===== src/rtl/output_compare.sv =====
// 16-bit timer output-compare channel: free-running counter with double-buffered
// period/compare registers driving a toggle/set/clear/PWM pin and sticky flags.
module output_compare #(
  parameter logic [15:0] CMP_RST = 16'hFFFF,
  parameter logic [15:0] TOP_RST = 16'hFFFF
) (
  input  logic        i_sysclk,
  input  logic        i_sysrst,
  input  logic        i_cnt_en,
  input  logic        i_clr,
  input  logic        i_cmp_wr,
  input  logic [15:0] i_cmp_data,
  input  logic        i_top_wr,
  input  logic [15:0] i_top_data,
  input  logic [1:0]  i_mode,
  input  logic        i_flg_clr,
  output logic        o_oc_pin,
  output logic        o_oc_flg,
  output logic        o_ovf_flg,
  output logic [15:0] o_cnt_data
);

  localparam logic [1:0] MODE_TOGGLE = 2'b00;
  localparam logic [1:0] MODE_SET    = 2'b01;
  localparam logic [1:0] MODE_CLEAR  = 2'b10;
  localparam logic [1:0] MODE_PWM    = 2'b11;

  logic [15:0] cnt_r;
  logic [15:0] cmp_buf_r;
  logic [15:0] top_buf_r;
  logic [15:0] cmp_act_r;
  logic [15:0] top_act_r;
  logic        pin_r;
  logic        oc_flg_r;
  logic        ovf_flg_r;

  logic        run_s;
  logic        wrap_s;
  logic        update_s;
  logic        match_s;
  logic [15:0] cnt_next_s;
  logic [15:0] cmp_next_s;
  logic [15:0] top_next_s;
  logic        pin_next_s;
  logic        oc_flg_next_s;
  logic        ovf_flg_next_s;

  // Event decode: a clear or a disabled cycle is also a safe point to reload the shadows.
  always_comb begin
    run_s    = i_cnt_en & ~i_clr;
    wrap_s   = run_s & (cnt_r == top_act_r);
    update_s = wrap_s | i_clr | ~i_cnt_en;
    match_s  = run_s & (cnt_r == cmp_act_r) & (cmp_act_r <= top_act_r);
  end

  // Counter next value: clear beats wrap beats increment.
  always_comb begin
    cnt_next_s = cnt_r;
    if (i_clr) begin
      cnt_next_s = 16'h0000;
    end else if (wrap_s) begin
      cnt_next_s = 16'h0000;
    end else if (i_cnt_en) begin
      cnt_next_s = cnt_r + 16'h0001;
    end else begin
      cnt_next_s = cnt_r;
    end
  end

  // Active register reload uses buffer contents from before this edge's writes.
  always_comb begin
    cmp_next_s = cmp_act_r;
    top_next_s = top_act_r;
    if (update_s) begin
      cmp_next_s = cmp_buf_r;
      top_next_s = top_buf_r;
    end else begin
      cmp_next_s = cmp_act_r;
      top_next_s = top_act_r;
    end
  end

  // Pin next value; PWM compares against the values the counter and CMP take at this edge.
  always_comb begin
    pin_next_s = pin_r;
    if (i_cnt_en) begin
      case (i_mode)
        MODE_TOGGLE: begin
          if (match_s) pin_next_s = ~pin_r;
          else         pin_next_s = pin_r;
        end
        MODE_SET: begin
          if (match_s) pin_next_s = 1'b1;
          else         pin_next_s = pin_r;
        end
        MODE_CLEAR: begin
          if (match_s) pin_next_s = 1'b0;
          else         pin_next_s = pin_r;
        end
        MODE_PWM: pin_next_s = (cnt_next_s < cmp_next_s);
        default:  pin_next_s = pin_r;
      endcase
    end else begin
      pin_next_s = pin_r;
    end
  end

  // Sticky flags: a set event in the same cycle as a clear request wins.
  always_comb begin
    oc_flg_next_s  = oc_flg_r;
    ovf_flg_next_s = ovf_flg_r;
    if (match_s) begin
      oc_flg_next_s = 1'b1;
    end else if (i_flg_clr) begin
      oc_flg_next_s = 1'b0;
    end else begin
      oc_flg_next_s = oc_flg_r;
    end
    if (wrap_s) begin
      ovf_flg_next_s = 1'b1;
    end else if (i_flg_clr) begin
      ovf_flg_next_s = 1'b0;
    end else begin
      ovf_flg_next_s = ovf_flg_r;
    end
  end

  // Buffer registers capture host writes; a pending write is discarded by reset.
  always_ff @(posedge i_sysclk) begin
    if (!i_sysrst) begin
      cmp_buf_r <= CMP_RST;
      top_buf_r <= TOP_RST;
    end else begin
      if (i_cmp_wr) cmp_buf_r <= i_cmp_data;
      if (i_top_wr) top_buf_r <= i_top_data;
    end
  end

  // Counter, active registers, pin and flags.
  always_ff @(posedge i_sysclk) begin
    if (!i_sysrst) begin
      cnt_r     <= 16'h0000;
      cmp_act_r <= CMP_RST;
      top_act_r <= TOP_RST;
      pin_r     <= 1'b0;
      oc_flg_r  <= 1'b0;
      ovf_flg_r <= 1'b0;
    end else begin
      cnt_r     <= cnt_next_s;
      cmp_act_r <= cmp_next_s;
      top_act_r <= top_next_s;
      pin_r     <= pin_next_s;
      oc_flg_r  <= oc_flg_next_s;
      ovf_flg_r <= ovf_flg_next_s;
    end
  end

  assign o_oc_pin   = pin_r;
  assign o_oc_flg   = oc_flg_r;
  assign o_ovf_flg  = ovf_flg_r;
  assign o_cnt_data = cnt_r;

endmodule


===== config.mk =====
export PLATFORM = sky130hd
export DESIGN_NAME = output_compare
export DESIGN_NICKNAME = d
export VERILOG_FILES = /design/src/rtl/output_compare.sv
export SDC_FILE = /design/constraint.sdc
export NUM_CORES = 1
export LEC_CHECK = 0
export BUFFER_PORTS_ARGS = -buffer_cell sky130_fd_sc_hd__buf_2
export CELL_PAD_IN_SITES_DETAIL_PLACEMENT = 0
export CELL_PAD_IN_SITES_GLOBAL_PLACEMENT = 1
export CORE_MARGIN = 10
export CORE_UTILIZATION = 48
export DETAILED_ROUTE_END_ITERATION = 10
export GPL_TIMING_DRIVEN = 0
export PLACE_DENSITY_LB_ADDON = 0.1
export SETUP_SLACK_MARGIN = 0.1
export SLEW_MARGIN = 20
export SYNTH_ARGS = -nofsm -noshare
export SYNTH_HDL_FRONTEND = slang
export SYNTH_SLANG_ARGS = --single-unit

===== constraint.sdc =====
create_clock -name i_sysclk -period 8.69 [get_ports i_sysclk]
set_input_delay 0.869 -clock i_sysclk [delete_from_list [all_inputs] [get_ports i_sysclk]]
set_output_delay 0.869 -clock i_sysclk [all_outputs]
set_load 0.02 [all_outputs]

==> results_dict.tcl <==
set metrics [dict create \
    ant_nets 0 \
    grt_first_pass_wirelength_um 17900 \
    synth_edf_count 0 \
    cts_made_buffers 9 \
    slew_viol_final 0 \
    fillers 834 \
    synth_top_family_by_area "simple AND/OR/NAND/NOR gates" \
    cts_max_level 3 \
    cts-root-buf "clkbuf_8" \
    r2r_cells 15 \
    synth_compound_area_share_pct 6.37 \
    holdPathStages 2 \
    synth_top_area_cell "dfxtp_1" \
    postCtsSetupBuffers 0 \
    grtUsageTotal_pct 17.5 \
    rsz0062_at_grt "false" \
    cts_tree "built" \
    grt_max_degree 17 \
    detailed_place.area_sq_um 4760 \
    drt_iter0_drc 176 \
    end_kind "flop" \
    finalCritPeriodShare_pct 41.1 \
    powerDensity_nw_per_um2 156 \
    crit_arrival_ns 3.88 \
    crit_type "input port to flop" \
    rows 34 \
    hp-class "flop to flop" \
    max-slew-margin-rel_pct 61.8 \
    fmax_mhz 280 \
    clockBufferDepth 2 \
    firstDrtPassIters 4 \
    drt_wl_total_um 11200 \
    die-area_sq_um 13300 \
    die_h_um 115 \
    overflow 0 \
    gp_congestion 0.880 \
    diodes 0 \
    top_usage_layer "met2" \
    p_leak_nw 2.37 \
    synth_adder_area_share_pct 9.22 \
    cts.sinks 83 \
    worst_hold_slack_ns 0.482 \
    cap_viol_max_count 0 \
    grt_pass1_vias 3325 \
    ys_top_cells_by_area "dfxtp_1 38%, mux2i_1 15%, ha_1 9.2%" \
    final_util_pct 56.4 \
    yosys.area.top_type_share_pct 38.3 \
    ioPinCount 60 \
    use_met2_pct 26.2 \
    grtUsageMet3_pct 3.33 \
    synth-simple-area-share_pct 17.5 \
    clk_latency_ns 0.36 \
    met1_usage_pct 24.5 \
    drcViolationCount 0 \
    finalHoldViolCount 0 \
    via_per_inst 5.27 \
    clkSlewWorstSetupHoldPaths_ns 0.10 \
    syn_to_final_growth_pct 13.8 \
    fp.dieW_um 115 \
    drive_gt1_share_pct 17.9 \
    power_uw 769 \
    syn_avg_cell_area_sq_um 9.44 \
    ys_warn_count 0 \
    io_buffers 56 \
    finalSetupTns_ns 0 \
    hold_buffers 0 \
    critPathLaunchType "input port" \
    final_cell_area_sq_um 4940 \
    yosysSeqAreaShare_pct 38.3 \
    vias 3375 \
    status "finished, final reports clean" \
    vdd_ir_drop_max_mv 0.0802 \
    synth-async-reset-ratio_pct 0 \
    detailed_place_hpwl_um 9030 \
    final.setup_skew_ns 0.0146 \
    synth_area_sq_um 4340 \
    cts_resized 0 \
    synth.distinct_cells 46 \
    antenna_found_initial 0 \
    nets 600 \
    core_sq_um 8760 \
    postSynthCellCount 460 \
    finalSetupViolCount 0 \
    synth-xor-area-share_pct 8.87 \
    worst_pin_slew_ns 0.574 \
    period_needed_ns 3.57 \
    path_max_fanout 10 \
    critPathRequiredTime_ns 9.00 \
    synth-main-ff-cell "dfxtp_1" \
    wl_per_cell_um 17.5 \
    ys_ff_latch 83 \
    start_util_pct 49.6 \
    syn_nets 533 \
    synth.area.mux_share_pct 15.0 \
]
logic make-up after synthesis:
group                    after synthesis
AND/OR/NAND/NOR                      153
flip-flops                            83
multiplexers                          65
XOR/XNOR                              44
buffers and inverters                 43
AO/OA/AOI/OAI                         40
adder cells (fa/ha/maj)               32
metal layers:
| metal | vias to the layer above | part of all wire, % |
|---|---|---|
| met4 | 0 | 1.1 |
| li1 | 1707 | - |
| met5 | - | 0 |
| met2 | 78 | 45 |
| met1 | 1581 | 48 |
| met3 | 9 | 6.4 |
per-stage QoR:
step / setup slack, ns / instances
after floorplan: 5.38 / 460
after global placement: 4.81 / 624
after detailed placement: 4.81 / 624
after CTS: 5.18 / 640
after global routing: 4.99 / 640
final: 5.12 / 640
worst paths after layout:
check | from | end | slack (ns)
setup reg to reg | o_cnt_data[2]$_SDFF_PN0_ | o_oc_pin$_SDFFE_PN0P_ | 5.14
hold reg to reg | top_buf_r[10]$_SDFFE_PN1P_ | top_act_r[10]$_SDFFE_PN1N_ | 0.48
hold / removal | top_buf_r[10]$_SDFFE_PN1P_ | top_act_r[10]$_SDFFE_PN1N_ | 0.48
setup / recovery | i_clr | o_oc_pin$_SDFFE_PN0P_ | 5.12
where the power goes:
group	internal, mW	switching, mW	total (mW)
logic	0.0433	0.0501	0.0934
registers	0.396	0.0150	0.411
clock network	0.108	0.156	0.265
total	0.548	0.221	0.769
flip-flops by register name (all words and copies together) (netlist names):
| signal | count |
|---|---|
| cmp_act_r | 16 |
| cmp_buf_r | 16 |
| o_cnt_data | 16 |
| top_act_r | 16 |
| top_buf_r | 16 |
| o_oc_flg | 1 |
| o_oc_pin | 1 |
| o_ovf_flg | 1 |
layout by cell type, fill, tap and decap left out, types with 2 or more instances in the layout:
master     n
inv_1     19
nand4_1   13
clkbuf_1  10
nor2b_1    6
dfxtp_1   83
o21ai_0    8
o211ai_1   4
inv_6      2
and2_1    16
nand3_1    4
mux2i_1   65
nor4_1     5
a21oi_1    7
xor2_1    26
nand2_1   73
a211o_1    2
nand2b_1   2
a21o_1     4
nor2_1    15
clkinv_4   2
buf_4      4
buf_2     62
and3_2     2
clkbuf_8   9
ha_1      32
a21oi_2    3
xnor2_1   18
or3_1      4
o21a_1     3
nor3_1     5
buf_6      3
layout make-up:
cell class,instances,area (sq um),area share [%]
multi-input combinational,334,2470,50.1
inverter,20,75.1,1.52
timing repair buffer,56,280,5.67
buffer,23,131,2.66
tap,108,135,2.73
clock buffer,9,124,2.51
clock inverter,7,58.8,1.19
sequential,83,1660,33.6
critical path: stages:
cell      delay, ns
buf_2          0.10
nand2b_1       0.18
nor3_2         0.09
a21oi_2        0.36
buf_4          0.31
mux2i_1        0.32
ha_1           0.30
a21o_1         0.16
a221o_1        0.33
a21o_1         0.20
a41oi_1        0.26
nor3_1         0.12
o21ai_1        0.11
a32o_1         0.16
synthesized netlist by cell type, types with 2 or more instances:
| cell | n |
|---|---|
| o211ai_1 | 4 |
| a211o_1 | 2 |
| buf_6 | 3 |
| xnor2_1 | 18 |
| xor2_1 | 26 |
| nand4_1 | 13 |
| and3_2 | 2 |
| clkbuf_1 | 10 |
| nor2_1 | 15 |
| a21o_1 | 4 |
| a21oi_1 | 7 |
| buf_2 | 6 |
| nor4_1 | 5 |
| nor2b_1 | 6 |
| a21oi_2 | 3 |
| nand3_1 | 4 |
| buf_4 | 4 |
| o21a_1 | 3 |
| or3_1 | 4 |
| nor3_1 | 5 |
| o21ai_0 | 8 |
| nand2_1 | 73 |
| ha_1 | 32 |
| nand2b_1 | 2 |
| inv_1 | 19 |
| mux2i_1 | 65 |
| dfxtp_1 | 83 |
| and2_1 | 16 |
Note: power is estimated with default switching activity, not from simulation.
